--- config.mk ---
export PLATFORM = sky130hd
export DESIGN_NAME = multicycle_ctrl_flat
export DESIGN_NICKNAME = d
export VERILOG_FILES = /design/src/rtl/multicycle_ctrl_if.sv /design/src/rtl/multicycle_ctrl.sv /design/src/flat_wrapper.sv
export SDC_FILE = /design/constraint.sdc
export NUM_CORES = 1
export LEC_CHECK = 0
export BUFFER_PORTS_ARGS = -buffer_cell sky130_fd_sc_hd__buf_4
export CAP_MARGIN = 20
export CORE_ASPECT_RATIO = 1.4
export CORE_UTILIZATION = 44
export CTS_CLUSTER_DIAMETER = 100
export DETAILED_ROUTE_END_ITERATION = 10
export PLACE_DENSITY_LB_ADDON = 0.05
export SETUP_SLACK_MARGIN = 0.2
export SLEW_MARGIN = 20
export SYNTH_ARGS = -nofsm -noshare
export SYNTH_HDL_FRONTEND = slang
export SYNTH_SLANG_ARGS = --single-unit
--- constraint.sdc ---
create_clock -name clk -period 2.2 [get_ports clk]
set_input_delay 0.22 -clock clk [delete_from_list [all_inputs] [get_ports clk]]
set_output_delay 0.22 -clock clk [all_outputs]
set_load 0.05 [all_outputs]
--- src/rtl/multicycle_ctrl_if.sv ---
// Control bus between the multicycle sequencer (master) and the R/I-type datapath (slave).
// Carries the opcode and zero flag upstream, and all control strobes plus status downstream.
interface multicycle_ctrl_if #(
    parameter int CNT_W = 16
);
    logic [5:0]       op;
    logic             zero;
    logic             RegDst;
    logic             ALUSrc;
    logic             Mem2Reg;
    logic             MemRead;
    logic             MemWrite;
    logic             RegWrite;
    logic             PCSrc;
    logic             push;
    logic             pop;
    logic [4:0]       ALUOp;
    logic             halt;
    logic             illegal;
    logic [CNT_W-1:0] retired;
    logic [2:0]       state;

    modport master (
        input  op, zero,
        output RegDst, ALUSrc, Mem2Reg, MemRead, MemWrite, RegWrite, PCSrc, push, pop,
        output ALUOp, halt, illegal, retired, state
    );

    modport slave (
        output op, zero,
        input  RegDst, ALUSrc, Mem2Reg, MemRead, MemWrite, RegWrite, PCSrc, push, pop,
        input  ALUOp, halt, illegal, retired, state
    );
endinterface

--- src/rtl/multicycle_ctrl.sv ---
// Multicycle FETCH/DECODE/EXEC/MEM/WB sequencer for the single-cycle datapath.
// All datapath controls are registered from the next-state view, so they change only on clk or reset.
module multicycle_ctrl #(
    parameter int CNT_W = 16
) (
    input  logic               clk,
    input  logic               reset,
    multicycle_ctrl_if.master  bus
);

    localparam logic [2:0] S_IDLE   = 3'd0;
    localparam logic [2:0] S_BOOT   = 3'd1;
    localparam logic [2:0] S_FETCH  = 3'd2;
    localparam logic [2:0] S_DECODE = 3'd3;
    localparam logic [2:0] S_EXEC   = 3'd4;
    localparam logic [2:0] S_MEM    = 3'd5;
    localparam logic [2:0] S_WB     = 3'd6;
    localparam logic [2:0] S_HALTED = 3'd7;

    localparam logic [3:0] C_NONE = 4'd0;
    localparam logic [3:0] C_R    = 4'd1;
    localparam logic [3:0] C_I    = 4'd2;
    localparam logic [3:0] C_LW   = 4'd3;
    localparam logic [3:0] C_SW   = 4'd4;
    localparam logic [3:0] C_BZ   = 4'd5;
    localparam logic [3:0] C_BNZ  = 4'd6;
    localparam logic [3:0] C_JMP  = 4'd7;
    localparam logic [3:0] C_CALL = 4'd8;
    localparam logic [3:0] C_RET  = 4'd9;
    localparam logic [3:0] C_HALT = 4'd10;
    localparam logic [3:0] C_ILL  = 4'd11;

    typedef struct packed {
        logic [3:0] cls;
        logic [4:0] alu_op;
        logic       reg_dst;
        logic       alu_src;
        logic       mem2reg;
    } dec_t;

    typedef struct packed {
        logic       reg_dst;
        logic       alu_src;
        logic       mem2reg;
        logic       mem_read;
        logic       mem_write;
        logic       reg_write;
        logic       pc_src;
        logic       push;
        logic       pop;
        logic [4:0] alu_op;
        logic       halt;
    } ctl_t;

    function automatic dec_t dec_clear();
        dec_t d;
        d.cls     = C_NONE;
        d.alu_op  = 5'd0;
        d.reg_dst = 1'b0;
        d.alu_src = 1'b0;
        d.mem2reg = 1'b0;
        return d;
    endfunction

    function automatic dec_t decode_op(input logic [5:0] op_v);
        dec_t d;
        d = dec_clear();
        case (op_v[5:4])
            2'b00: begin
                d.cls     = C_R;
                d.alu_op  = {1'b0, op_v[3:0]};
                d.reg_dst = 1'b1;
            end
            2'b01: begin
                d.cls     = C_I;
                d.alu_op  = {1'b0, op_v[3:0]};
                d.alu_src = 1'b1;
            end
            default: begin
                case (op_v)
                    6'b100000: begin
                        d.cls     = C_LW;
                        d.alu_src = 1'b1;
                        d.mem2reg = 1'b1;
                    end
                    6'b100001: begin
                        d.cls     = C_SW;
                        d.alu_src = 1'b1;
                    end
                    6'b100010: begin
                        d.cls    = C_BZ;
                        d.alu_op = 5'd1;
                    end
                    6'b100011: begin
                        d.cls    = C_BNZ;
                        d.alu_op = 5'd1;
                    end
                    6'b100100: d.cls = C_JMP;
                    6'b100101: d.cls = C_CALL;
                    6'b100110: d.cls = C_RET;
                    6'b111111: d.cls = C_HALT;
                    default:   d.cls = C_ILL;
                endcase
            end
        endcase
        return d;
    endfunction

    function automatic ctl_t ctl_idle();
        ctl_t c;
        c.reg_dst   = 1'b0;
        c.alu_src   = 1'b0;
        c.mem2reg   = 1'b0;
        c.mem_read  = 1'b0;
        c.mem_write = 1'b0;
        c.reg_write = 1'b0;
        c.pc_src    = 1'b0;
        c.push      = 1'b0;
        c.pop       = 1'b0;
        c.alu_op    = 5'd0;
        c.halt      = 1'b1;
        return c;
    endfunction

    logic [2:0]       state_r;
    logic [2:0]       state_nxt_s;
    dec_t             dec_r;
    dec_t             dec_nxt_s;
    logic             taken_r;
    logic             taken_nxt_s;
    ctl_t             ctl_r;
    ctl_t             ctl_nxt_s;
    logic             illegal_r;
    logic [CNT_W-1:0] retired_r;

    // State, decode latch, branch flag, registered controls and counters.
    always_ff @(posedge clk or negedge reset) begin
        if (!reset) begin
            state_r   <= S_IDLE;
            dec_r     <= dec_clear();
            taken_r   <= 1'b0;
            ctl_r     <= ctl_idle();
            illegal_r <= 1'b0;
            retired_r <= {CNT_W{1'b0}};
        end else begin
            state_r   <= state_nxt_s;
            dec_r     <= dec_nxt_s;
            taken_r   <= taken_nxt_s;
            ctl_r     <= ctl_nxt_s;
            illegal_r <= illegal_r | ((state_r == S_DECODE) && (dec_nxt_s.cls == C_ILL));
            if (state_r == S_WB) begin
                retired_r <= retired_r + CNT_W'(1'b1);
            end
        end
    end

    // Next-state sequencing; memory instructions take the extra MEM step.
    always_comb begin
        state_nxt_s = S_IDLE;
        case (state_r)
            S_IDLE:   state_nxt_s = S_BOOT;
            S_BOOT:   state_nxt_s = S_FETCH;
            S_FETCH:  state_nxt_s = S_DECODE;
            S_DECODE: state_nxt_s = (decode_op(bus.op).cls == C_HALT) ? S_HALTED : S_EXEC;
            S_EXEC:   state_nxt_s = ((dec_r.cls == C_LW) || (dec_r.cls == C_SW)) ? S_MEM : S_WB;
            S_MEM:    state_nxt_s = S_WB;
            S_WB:     state_nxt_s = S_FETCH;
            S_HALTED: state_nxt_s = S_HALTED;
            default:  state_nxt_s = S_IDLE;
        endcase
    end

    // Decode latch and zero capture, presented as next values so controls can be registered.
    always_comb begin
        dec_nxt_s   = dec_r;
        taken_nxt_s = taken_r;
        if (state_r == S_DECODE) begin
            dec_nxt_s = decode_op(bus.op);
        end else if (state_nxt_s == S_FETCH) begin
            dec_nxt_s = dec_clear();
        end else begin
            dec_nxt_s = dec_r;
        end
        if (state_r == S_EXEC) begin
            taken_nxt_s = bus.zero;
        end else begin
            taken_nxt_s = taken_r;
        end
    end

    // Control outputs for the upcoming state; only BOOT and WB drop halt.
    always_comb begin
        ctl_nxt_s = ctl_idle();
        case (state_nxt_s)
            S_BOOT: ctl_nxt_s.halt = 1'b0;
            S_EXEC, S_MEM, S_WB: begin
                ctl_nxt_s.alu_op  = dec_nxt_s.alu_op;
                ctl_nxt_s.reg_dst = dec_nxt_s.reg_dst;
                ctl_nxt_s.alu_src = dec_nxt_s.alu_src;
                ctl_nxt_s.mem2reg = dec_nxt_s.mem2reg;
                if (state_nxt_s == S_MEM) begin
                    ctl_nxt_s.mem_read  = (dec_nxt_s.cls == C_LW);
                    ctl_nxt_s.mem_write = (dec_nxt_s.cls == C_SW);
                end else if (state_nxt_s == S_WB) begin
                    ctl_nxt_s.halt      = 1'b0;
                    ctl_nxt_s.mem_read  = (dec_nxt_s.cls == C_LW);
                    ctl_nxt_s.reg_write = (dec_nxt_s.cls == C_R) || (dec_nxt_s.cls == C_I) ||
                                          (dec_nxt_s.cls == C_LW);
                    ctl_nxt_s.pc_src    = ((dec_nxt_s.cls == C_BZ) && taken_nxt_s) ||
                                          ((dec_nxt_s.cls == C_BNZ) && !taken_nxt_s) ||
                                          (dec_nxt_s.cls == C_JMP) || (dec_nxt_s.cls == C_CALL);
                    ctl_nxt_s.push      = (dec_nxt_s.cls == C_CALL);
                    ctl_nxt_s.pop       = (dec_nxt_s.cls == C_RET);
                end else begin
                    ctl_nxt_s.mem_read = 1'b0;
                end
            end
            default: ctl_nxt_s = ctl_idle();
        endcase
    end

    assign bus.RegDst   = ctl_r.reg_dst;
    assign bus.ALUSrc   = ctl_r.alu_src;
    assign bus.Mem2Reg  = ctl_r.mem2reg;
    assign bus.MemRead  = ctl_r.mem_read;
    assign bus.MemWrite = ctl_r.mem_write;
    assign bus.RegWrite = ctl_r.reg_write;
    assign bus.PCSrc    = ctl_r.pc_src;
    assign bus.push     = ctl_r.push;
    assign bus.pop      = ctl_r.pop;
    assign bus.ALUOp    = ctl_r.alu_op;
    assign bus.halt     = ctl_r.halt;
    assign bus.illegal  = illegal_r;
    assign bus.retired  = retired_r;
    assign bus.state    = state_r;

endmodule

--- src/flat_wrapper.sv ---
// flat-port wrapper written by rule: the top's interface ports become plain ports
module multicycle_ctrl_flat 
#(
    parameter int CNT_W = 16
)
  (clk, reset, bus_op, bus_zero, bus_RegDst, bus_ALUSrc, bus_Mem2Reg, bus_MemRead, bus_MemWrite, bus_RegWrite, bus_PCSrc, bus_push, bus_pop, bus_ALUOp, bus_halt, bus_illegal, bus_retired, bus_state);
  multicycle_ctrl_if #(.CNT_W(CNT_W)) bus_i ();
  input  logic clk;
  input  logic reset;
  input wire logic [$bits(bus_i.op)-1:0] bus_op;
  input wire logic [$bits(bus_i.zero)-1:0] bus_zero;
  output wire logic [$bits(bus_i.RegDst)-1:0] bus_RegDst;
  output wire logic [$bits(bus_i.ALUSrc)-1:0] bus_ALUSrc;
  output wire logic [$bits(bus_i.Mem2Reg)-1:0] bus_Mem2Reg;
  output wire logic [$bits(bus_i.MemRead)-1:0] bus_MemRead;
  output wire logic [$bits(bus_i.MemWrite)-1:0] bus_MemWrite;
  output wire logic [$bits(bus_i.RegWrite)-1:0] bus_RegWrite;
  output wire logic [$bits(bus_i.PCSrc)-1:0] bus_PCSrc;
  output wire logic [$bits(bus_i.push)-1:0] bus_push;
  output wire logic [$bits(bus_i.pop)-1:0] bus_pop;
  output wire logic [$bits(bus_i.ALUOp)-1:0] bus_ALUOp;
  output wire logic [$bits(bus_i.halt)-1:0] bus_halt;
  output wire logic [$bits(bus_i.illegal)-1:0] bus_illegal;
  output wire logic [$bits(bus_i.retired)-1:0] bus_retired;
  output wire logic [$bits(bus_i.state)-1:0] bus_state;
  assign bus_i.op = bus_op;
  assign bus_i.zero = bus_zero;
  assign bus_RegDst = bus_i.RegDst;
  assign bus_ALUSrc = bus_i.ALUSrc;
  assign bus_Mem2Reg = bus_i.Mem2Reg;
  assign bus_MemRead = bus_i.MemRead;
  assign bus_MemWrite = bus_i.MemWrite;
  assign bus_RegWrite = bus_i.RegWrite;
  assign bus_PCSrc = bus_i.PCSrc;
  assign bus_push = bus_i.push;
  assign bus_pop = bus_i.pop;
  assign bus_ALUOp = bus_i.ALUOp;
  assign bus_halt = bus_i.halt;
  assign bus_illegal = bus_i.illegal;
  assign bus_retired = bus_i.retired;
  assign bus_state = bus_i.state;
  multicycle_ctrl #(.CNT_W(CNT_W)) u_core (.clk(clk), .reset(reset), .bus(bus_i));
endmodule
==> impl_metrics.json, run 1 <==
{
  "netlist_area_mm2": 0.002222,
  "grt_pass1_wl_um": 7203,
  "ys_seq_elements": 48,
  "rows": 30,
  "grt-ovfl-total": 0,
  "regArea_mm2": 0.001202,
  "worst_setup_path_start_kind": "register",
  "min_from": "bus_zero",
  "cts-root-buf": "clkbuf_8",
  "synth.distinct_cells": 51,
  "drt_iter0_drc": 39,
  "post-place-cells": 287,
  "cts_tree": "yes",
  "synth_enable_flop_cells": 0,
  "cts_buffers": 5,
  "fin_crit_sh_pct": 83.28,
  "vias": 1546,
  "path_cells": "buf_4 -> and2b_4 -> nor2_8 -> a21oi_2 -> or3_4 -> o32ai_1",
  "die_w_um": 62.06,
  "criticalPathCategory": "register to register",
  "stdcell_count": 296,
  "vdd_drop_max_mv": 0.6897,
  "fin_crit_ns": 1.832,
  "grt_usage_pct": 18.85,
  "ys_seq_area_share_pct": 54.11,
  "grt_max_degree": 49,
  "syn-num-nets": 194,
  "setup_violations": 0,
  "min_delay_path_depth": 2,
  "ff2ff_setup_slack_ns": 0.37,
  "worstHoldPathType": "input pin to register",
  "swShare_pct": 43.66,
  "timing.rr.end": "u_core.bus.PCSrc",
  "p_comb_share_pct": 46.7,
  "wl_um": 4463,
  "ioPinCount": 44,
  "cts_buffer_depth": 2,
  "yosysWarnings": 0,
  "rsz0062_at_grt": "yes",
  "diodes": 0,
  "arrival_ns": 2.04,
  "power.density_mw_per_mm2": 1264,
  "synth_most_common_cell": "dfrtp_1",
  "timing.slew.headroom_pct": 60.87,
  "drc": 0,
  "clk_pin_slew_ns": 0.09,
  "cp.required_ns": 2.41,
  "synth_top_area_share_pct": 52.93,
  "power.internal_w": 0.001929,
  "gp_congestion": 0.7791,
  "worstMarginPinSlew_ns": 0.5869,
  "outcome": "finished, final reports clean",
  "dp_hpwl_um": 3277,
  "power_frac_seq_pct": 37.4,
  "synthFlopType": "dfrtp_1",
  "fin_util_pct": 55.94,
  "holdPathEnd": "u_core.taken_r",
  "maxCapViolCount": 0,
  "dieArea_mm2": 0.005342,
  "synth_area_leader_cell": "dfrtp_1",
  "cpPeakStageDelay_ns": 0.47,
  "async_flop_share_pct": 100.0,
  "slowest_stage": "dfrtp_1",
  "initial_core_util_pct": 45.89,
  "clock-sinks": 48,
  "wl_per_cell_um": 15.08,
  "antenna_left": 0,
  "ff2ff_path_depth": 6,
  "worstSkewPairLatency_ns": 0.30,
  "first_pass_iters": 5,
  "core_mm2": 0.004842,
  "slew_violations": 0,
  "finish.net_count": 241,
  "syn-instance-count": 184,
  "drive_gt1_share_pct": 33.62,
  "antenna_found_initial": 0,
  "clock_skew_ns": 0.007775,
  "portBuffers": 43,
  "grt_pass1_vias": 1485,
  "pwr-share-clk_pct": 15.9,
  "leakagePower_nw": 1.286,
  "synthTopCellsByCount": "dfrtp_1 (47), nand2_1 (18), nor2_1 (13)",
  "fin_tns_setup_ns": 0,
  "switching_power_w": 0.001495,
  "reg2reg_from": "u_core.bus.state[0]",
  "p_total_w": 0.003424,
  "finalHoldViolations": 0,
  "yosys-top-cells-area": "dfrtp_1 (53%), xnor2_1 (4.3%), nand2_1 (3.0%), o2bb2ai_4 (2.5%), a22o_1 (2.4%)",
  "htree_num_levels": 2,
  "cp_max_fo": 13,
  "die_h_um": 86.09,
  "areaGrowthSynthToFinish_pct": 21.90,
  "synth_area_per_cell_um2": 12.08,
  "multi_input_area_um2": 954.7,
  "routed_via_density": 5.223,
  "num-fill-cells": 432,
  "endpoint_kind": "register",
  "max_freq_mhz": 545.8
}
[what timing repair did]
action	CTS	global route
hold buffers	1	0
gates resized for setup	0	2
buffers inserted	0	0
endpoints found under the hold margin	47	0
setup endpoints to repair	0	6
[power groups by stage]
stage	clock [W]	sequential [W]	combinational, W
6_report	0.000545	0.00128	0.00160
5_1_grt	0.000612	0.00130	0.00171
4_1_cts	0.000569	0.00128	0.00161
3_5_place_dp	0	0.00129	0.00160
3_3_place_gp	0	0.00129	0.00157
2_1_floorplan	0	0.00167	0.000804
[final cells by class]
class                   count  share of cell area [%]
clock buffers               6                   3.048
clock inverters             2                  0.5543
inverters                   3                  0.4157
multi-input cells         125                   35.24
flip-flops and latches     48                   44.39
well taps                  64                   2.956
repair buffers             48                   13.39
[metrics by stage]
stage | instance area [µm²] | hold slack [ns] | setup slack (ns)
3_3_place_gp | 2599 | 0.2612 | 0.3885
6_report | 2709 | 0.1828 | 0.3677
2_1_floorplan | 2222 | -0.07559 | 0.2611
5_1_grt | 2709 | 0.1761 | 0.1980
4_1_cts | 2706 | 0.1793 | 0.3071
3_5_place_dp | 2599 | 0.2687 | 0.3144
[per-layer routing]
metal	share of wire, %	GRT usage (%)
met5	0	0
met3	3.8	4.525
met4	1.7	7.273
met1	39	21.84
met2	55	32.30
[logic make-up (layout without fill, tap and decap cells)]
logic type	Yosys count	in the layout	synth area share (%)
buf+inv	11	59	3.040
compound gates	32	32	14.13
simple gates	73	73	20.38
xor+xnor	16	16	6.306
fa+ha+maj	1	1	0.5630
flops	48	48	54.11
mux	3	3	1.464
[registers in the layout, indices dropped and copies added, names as in the netlist]
register,count
u_core.bus.MemRead,1
u_core.bus.RegDst,1
u_core.dec_r,12
u_core.bus.PCSrc,1
u_core.bus.halt,1
u_core.taken_r,1
u_core.bus.pop,1
u_core.bus.MemWrite,1
u_core.bus.Mem2Reg,1
u_core.bus.ALUOp,5
u_core.bus.state,3
u_core.bus.RegWrite,1
u_core.bus.retired,16
u_core.bus.push,1
u_core.bus.illegal,1
u_core.bus.ALUSrc,1
[how the worst max path moves through the flow]
| stage | slack, ns | endpoint | from | cells after the start |
|---|---|---|---|---|
| after global routing | 0.20 | u_core.bus.retired[12] | u_core.bus.state[2] | 5 |
| after floorplan | 0.26 | u_core.bus.pop | u_core.bus.state[2] | 7 |
| after CTS | 0.31 | u_core.bus.retired[12] | u_core.bus.state[2] | 5 |
| after detailed placement | 0.31 | u_core.bus.pop | u_core.bus.state[2] | 5 |
| after global placement | 0.39 | u_core.bus.pop | u_core.bus.state[2] | 5 |
| final | 0.37 | u_core.bus.PCSrc | u_core.bus.state[0] | 6 |
[placed cells by master, fill, tap and decap left out, types with 2 or more instances in the layout]
master,netlist,final
clkinvlp_4,0,2
mux2_2,2,2
nor2_1,13,13
clkbuf_8,0,6
nand4_1,2,2
a22o_1,6,6
and2_1,4,4
xnor2_1,11,11
nand2b_1,4,4
dfrtp_1,47,47
and4_1,3,3
o2bb2ai_4,2,2
xor2_1,5,5
nor2b_1,7,7
o21ai_2,2,2
and3b_2,0,2
inv_1,3,3
o21ai_0,7,7
nand3_1,7,7
nand2_1,18,18
buf_4,4,47
[critical path: cells and delay by family, from the launching register on]
family / cells / cell delay, ns
simple gates: 3 / 0.83
flops: 1 / 0.47
compound gates: 2 / 0.24
buf+inv: 1 / 0.19
(Power assumes the default switching activity.)
==> run 2: changes to the inputs <==
Clock period 2.2 ns to 1.85 ns, I/O delays scaled along.
==> run 2 against run 1 <==
Cell area increased by 10%. Flip-flop and latch count did not move. First-iteration DRC count increased by 13%. Power grew 41%. Clock power rose by 65%. Highest routed layer unchanged. Sequential share of layout area fell by 4.0 points. Sequential power up 17%. Fmax up 9.1%. Critical path depth fell by 1. Final cell count is 7.1% higher. Non-clock buffer count increased by 21.
==> impl_metrics.json, run 2 (same netlist as run 1, synthesis figures left out) <==
{
  "ioPinCount": 44,
  "slew_violations": 0,
  "worst_hold_slack_ns": 0.1779,
  "cp.required_ns": 2.07,
  "clock-sinks": 48,
  "drt_iter0_drc": 44,
  "grt_pass1_vias": 1607,
  "multi_input_area_mm2": 0.001020,
  "timing.slew.headroom_pct": 60.38,
  "leakagePower_nw": 1.429,
  "cpPeakStageDelay_ns": 0.46,
  "ff2ff_setup_slack_ns": 0.17,
  "wl_per_cell_um": 15.19,
  "die_h_um": 86.09,
  "num-fill-cells": 418,
  "antenna_left": 0,
  "setup_violations": 0,
  "mostFrequentLayoutCells": "buf_4 (63), dfrtp_1 (43), nand2_1 (18), xnor2_1 (11), nor2_1 (11)",
  "rows": 30,
  "crit_family": "simple AND/OR/NAND/NOR gates",
  "power.density_mw_per_mm2": 1613,
  "grt-ovfl-total": 0,
  "grt_pass1_wl_um": 7797,
  "drc": 0,
  "dieArea_mm2": 0.005342,
  "wl_um": 4814,
  "first_pass_iters": 4,
  "routed_via_density": 5.120,
  "cp_max_fo": 8,
  "slowest_stage": "dfrtp_2",
  "fin_crit_sh_pct": 90.76,
  "finish.net_count": 262,
  "outcome": "finished, final reports clean",
  "drive_gt1_share_pct": 43.48,
  "htree_num_levels": 2,
  "max_freq_mhz": 595.6,
  "regArea_mm2": 0.001207,
  "finalHoldViolations": 0,
  "antenna_found_initial": 0,
  "fin_tns_setup_ns": 0,
  "rsz0062_at_grt": "yes",
  "layout_commonest_cell": "buf_4",
  "cts_buffer_depth": 2,
  "initial_core_util_pct": 45.89,
  "vdd_drop_max_mv": 1.172,
  "largest_reg_flops": 16,
  "endpoint_kind": "register",
  "vias": 1623,
  "worstSkewPairLatency_ns": 0.30,
  "worstMarginPinSlew_ns": 0.5943,
  "criticalPathCategory": "register to register",
  "portBuffers": 43,
  "gp_congestion": 0.8262,
  "arrival_ns": 1.90,
  "cts_buffers": 5,
  "die_w_um": 62.06,
  "post-place-cells": 290,
  "grt_usage_pct": 20.01,
  "diodes": 0,
  "clock_skew_ns": 0.008836,
  "worst_setup_path_start_kind": "register",
  "grt_max_degree": 49,
  "dp_hpwl_um": 3263,
  "areaGrowthSynthToFinish_pct": 34.57,
  "core_mm2": 0.004842,
  "path_buf_inv": 0,
  "cts-root-buf": "clkbuf_8",
  "worstHoldPathType": "input pin to register",
  "clk_pin_slew_ns": 0.09,
  "cts_tree": "yes",
  "stdcell_count": 317,
  "path_cells": "and3b_2 -> nor2_8 -> o2bb2ai_4 -> or3_4 -> nor3b_2",
  "fin_crit_ns": 1.679,
  "maxCapViolCount": 0
}
## run 2: final timing paths
check                                               to  depth (start not counted)                   start
worst max register to register          u_core.bus.pop                          5     u_core.bus.state[0]
worst min register to register  u_core.bus.retired[15]                          1  u_core.bus.retired[15]
min in group asynchronous        u_core.bus.retired[7]                          2                   reset
worst min-delay path                   u_core.dec_r[0]                          2               bus_op[0]
max in group asynchronous        u_core.bus.retired[0]                          2                   reset
worst max-delay path                    u_core.bus.pop                          5     u_core.bus.state[0]
## run 2: stage by stage
step                total power, W  cell area [µm²]  utilization [%]  setup slack [ns]
floorplan                 0.003018             2256                -            0.1122
CTS                       0.004641             2898            59.85            0.1970
global placement          0.003481             2640            54.52            0.1044
detailed placement        0.003519             2640            54.52           0.05097
global route              0.005057             2990            61.76            0.1214
finish                    0.004823             2990            61.76            0.1710
## run 2: layout make-up
| type | instances | share of cell area, % |
|---|---|---|
| flip-flops and latches | 48 | 40.38 |
| multi-input cells | 125 | 34.10 |
| well taps | 64 | 2.678 |
| repair buffers | 69 | 18.03 |
| clock inverters | 2 | 2.008 |
| inverters | 3 | 0.3766 |
| clock buffers | 6 | 2.427 |
## run 2: routing by layer
layer | vias up | part of all wire [%] | track usage (%)
met4 | 0 | 2.2 | 6.869
met3 | 10 | 3.3 | 4.525
met5 | - | 0 | 0
met1 | 800 | 41 | 25.00
met2 | 36 | 54 | 33.08
li1 | 777 | - | -
## run 2: where the power goes
part / switching [W] / internal, W / total (W) / leakage [nW]
Clock: 0.000356 / 0.000540 / 0.000897 / 0.0654
Sequential: 0.000190 / 0.00131 / 0.00150 / 0.639
Combinational: 0.00140 / 0.00102 / 0.00242 / 0.725
Total: 0.00194 / 0.00288 / 0.00482 / 1.43
## run 2: what timing repair did
item,in CTS,in global routing
gates cloned,0,0
setup buffers,12,6
pin swaps,5,9
endpoints found under the hold margin,47,0
setup endpoints to repair,17,17
gates resized for setup,5,11
hold buffers,1,0
==> run 3: changes to the inputs <==
Settings changed: SETUP_SLACK_MARGIN 0.2 to not set.
==> run 3 against run 2 <==
Clock power is 16% lower. Non-clock buffer count is 17 lower. Sequential share of layout area is 3.4 points higher. Setup slack worse by 0.054 ns. Via count is 4.9% lower. Power is 12% lower. Global-route usage is 1.4 points lower. Critical endpoint is now u_core.bus.MemRead. Largest cell class unchanged. Largest power group unchanged.
==> impl_metrics.json, run 3 (same netlist as run 1, synthesis figures left out) <==
{
  "timing.slew.headroom_pct": 60.61,
  "initial_core_util_pct": 45.89,
  "cts_setup_buffers": 0,
  "finish.net_count": 245,
  "cts_tree": "yes",
  "die_h_um": 86.09,
  "cts_buffers": 5,
  "worstHoldPathType": "input pin to register",
  "fin_crit_sh_pct": 93.67,
  "finalHoldViolations": 0,
  "clock_skew_ns": 0.007359,
  "first_pass_iters": 4,
  "gp_congestion": 0.8938,
  "p_total_w": 0.004229,
  "worst_setup_path_start_kind": "register",
  "diodes": 0,
  "maxCapViolCount": 0,
  "slew_violations": 0,
  "ioPinCount": 44,
  "max_freq_mhz": 577.1,
  "place_ws_ns": 0.1049,
  "endpoint_kind": "register",
  "grt-ovfl-total": 0,
  "grt_usage_pct": 18.66,
  "portBuffers": 43,
  "fin_ws_ns": 0.1171,
  "vias": 1543,
  "outcome": "finished, final reports clean",
  "power.density_mw_per_mm2": 1535,
  "rows": 30,
  "grt_pass1_vias": 1534,
  "design_area_mm2": 0.002755,
  "postPlaceCellArea_mm2": 0.002633,
  "vdd_drop_max_mv": 0.6341,
  "grt_max_degree": 49,
  "layout_commonest_cell": "buf_4",
  "mostFrequentLayoutCells": "buf_4 (51), dfrtp_1 (44), nand2_1 (18), nor2_1 (13), xnor2_1 (11)",
  "core_mm2": 0.004842,
  "cp_max_fo": 7,
  "areaGrowthSynthToFinish_pct": 23.99,
  "antenna_found_initial": 0,
  "routed_via_density": 5.143,
  "arrival_ns": 1.97,
  "dp_hpwl_um": 3292,
  "worstMarginPinSlew_ns": 0.5908,
  "die_w_um": 62.06,
  "cts_buffer_depth": 2,
  "antenna_left": 0,
  "drt_iter0_drc": 54,
  "worstSkewPairLatency_ns": 0.30,
  "fin_util_pct": 56.90,
  "largest_reg_flops": 16,
  "clock-sinks": 48,
  "grt_pass1_wl_um": 7176,
  "wl_per_cell_um": 14.81,
  "drive_gt1_share_pct": 35.59,
  "fin_tns_setup_ns": 0,
  "cts-root-buf": "clkbuf_8",
  "clk_pin_slew_ns": 0.09,
  "htree_num_levels": 2,
  "wl_um": 4444,
  "criticalPathCategory": "register to register",
  "leakagePower_nw": 1.315,
  "cp.required_ns": 2.09,
  "fin_crit_ns": 1.733,
  "dieArea_mm2": 0.005342,
  "drc": 0,
  "setup_violations": 0,
  "rsz0062_at_grt": "no"
}
run 3: critical path, cell delays in order, from the launching register on:
cell	delay, ns
dfrtp_2	0.45
and3b_1	0.39
o21ai_1	0.18
o2bb2ai_4	0.24
and4b_1	0.27
and2_1	0.13
run 3: routing by layer:
layer  routed length [µm]  GRT usage [%]  part of all wire, %
met4                   76          7.879                  1.7
met2                 2454          31.82                   55
met3                  168          5.279                  3.8
met5                    0              0                    0
met1                 1745          20.90                   39
run 3: path summary, 6_finish.rpt:
kind	startpoint	endpoint	slack, ns	cells past startpoint
hold reg to reg	u_core.bus.retired[15]	u_core.bus.retired[15]	0.47	1
max in group asynchronous	reset	u_core.bus.state[0]	0.99	2
min in group asynchronous	reset	u_core.bus.retired[6]	0.41	2
setup reg to reg	u_core.bus.state[2]	u_core.bus.MemRead	0.12	5
setup / recovery	u_core.bus.state[2]	u_core.bus.MemRead	0.12	5
hold / removal	bus_zero	u_core.taken_r	0.15	2
run 3: repair_timing:
| item | 4_1_cts | 5_1_grt |
|---|---|---|
| hold buffers | 1 | 0 |
| gates resized for setup | 0 | 1 |
| setup endpoints to repair | 0 | 2 |
| endpoints found under the hold margin | 47 | 0 |
run 3: final cells by class:
cell class / instances / area [µm²]
Clock inverter: 3 / 42.54
Sequential cell: 48 / 1206
Fill cell: 423 / 2087
Multi-Input combinational cell: 125 / 953.4
Tap cell: 64 / 80.08
Timing Repair Buffer: 52 / 392.9
Inverter: 3 / 11.26
Clock buffer: 5 / 68.82
run 3: stage by stage:
stage,hold slack [ns],cells
floorplan,-0.1106,184
global placement,0.2225,291
detailed placement,0.2383,291
CTS,0.1456,300
global route,0.1481,300
finish,0.1543,300
run 3: where the power goes:
group / switching, W / internal [W] / total, W / leakage, nW
Combinational: 0.00123 / 0.000728 / 0.00195 / 0.621
Sequential: 0.000209 / 0.00131 / 0.00152 / 0.640
Clock: 0.000353 / 0.000400 / 0.000753 / 0.0541
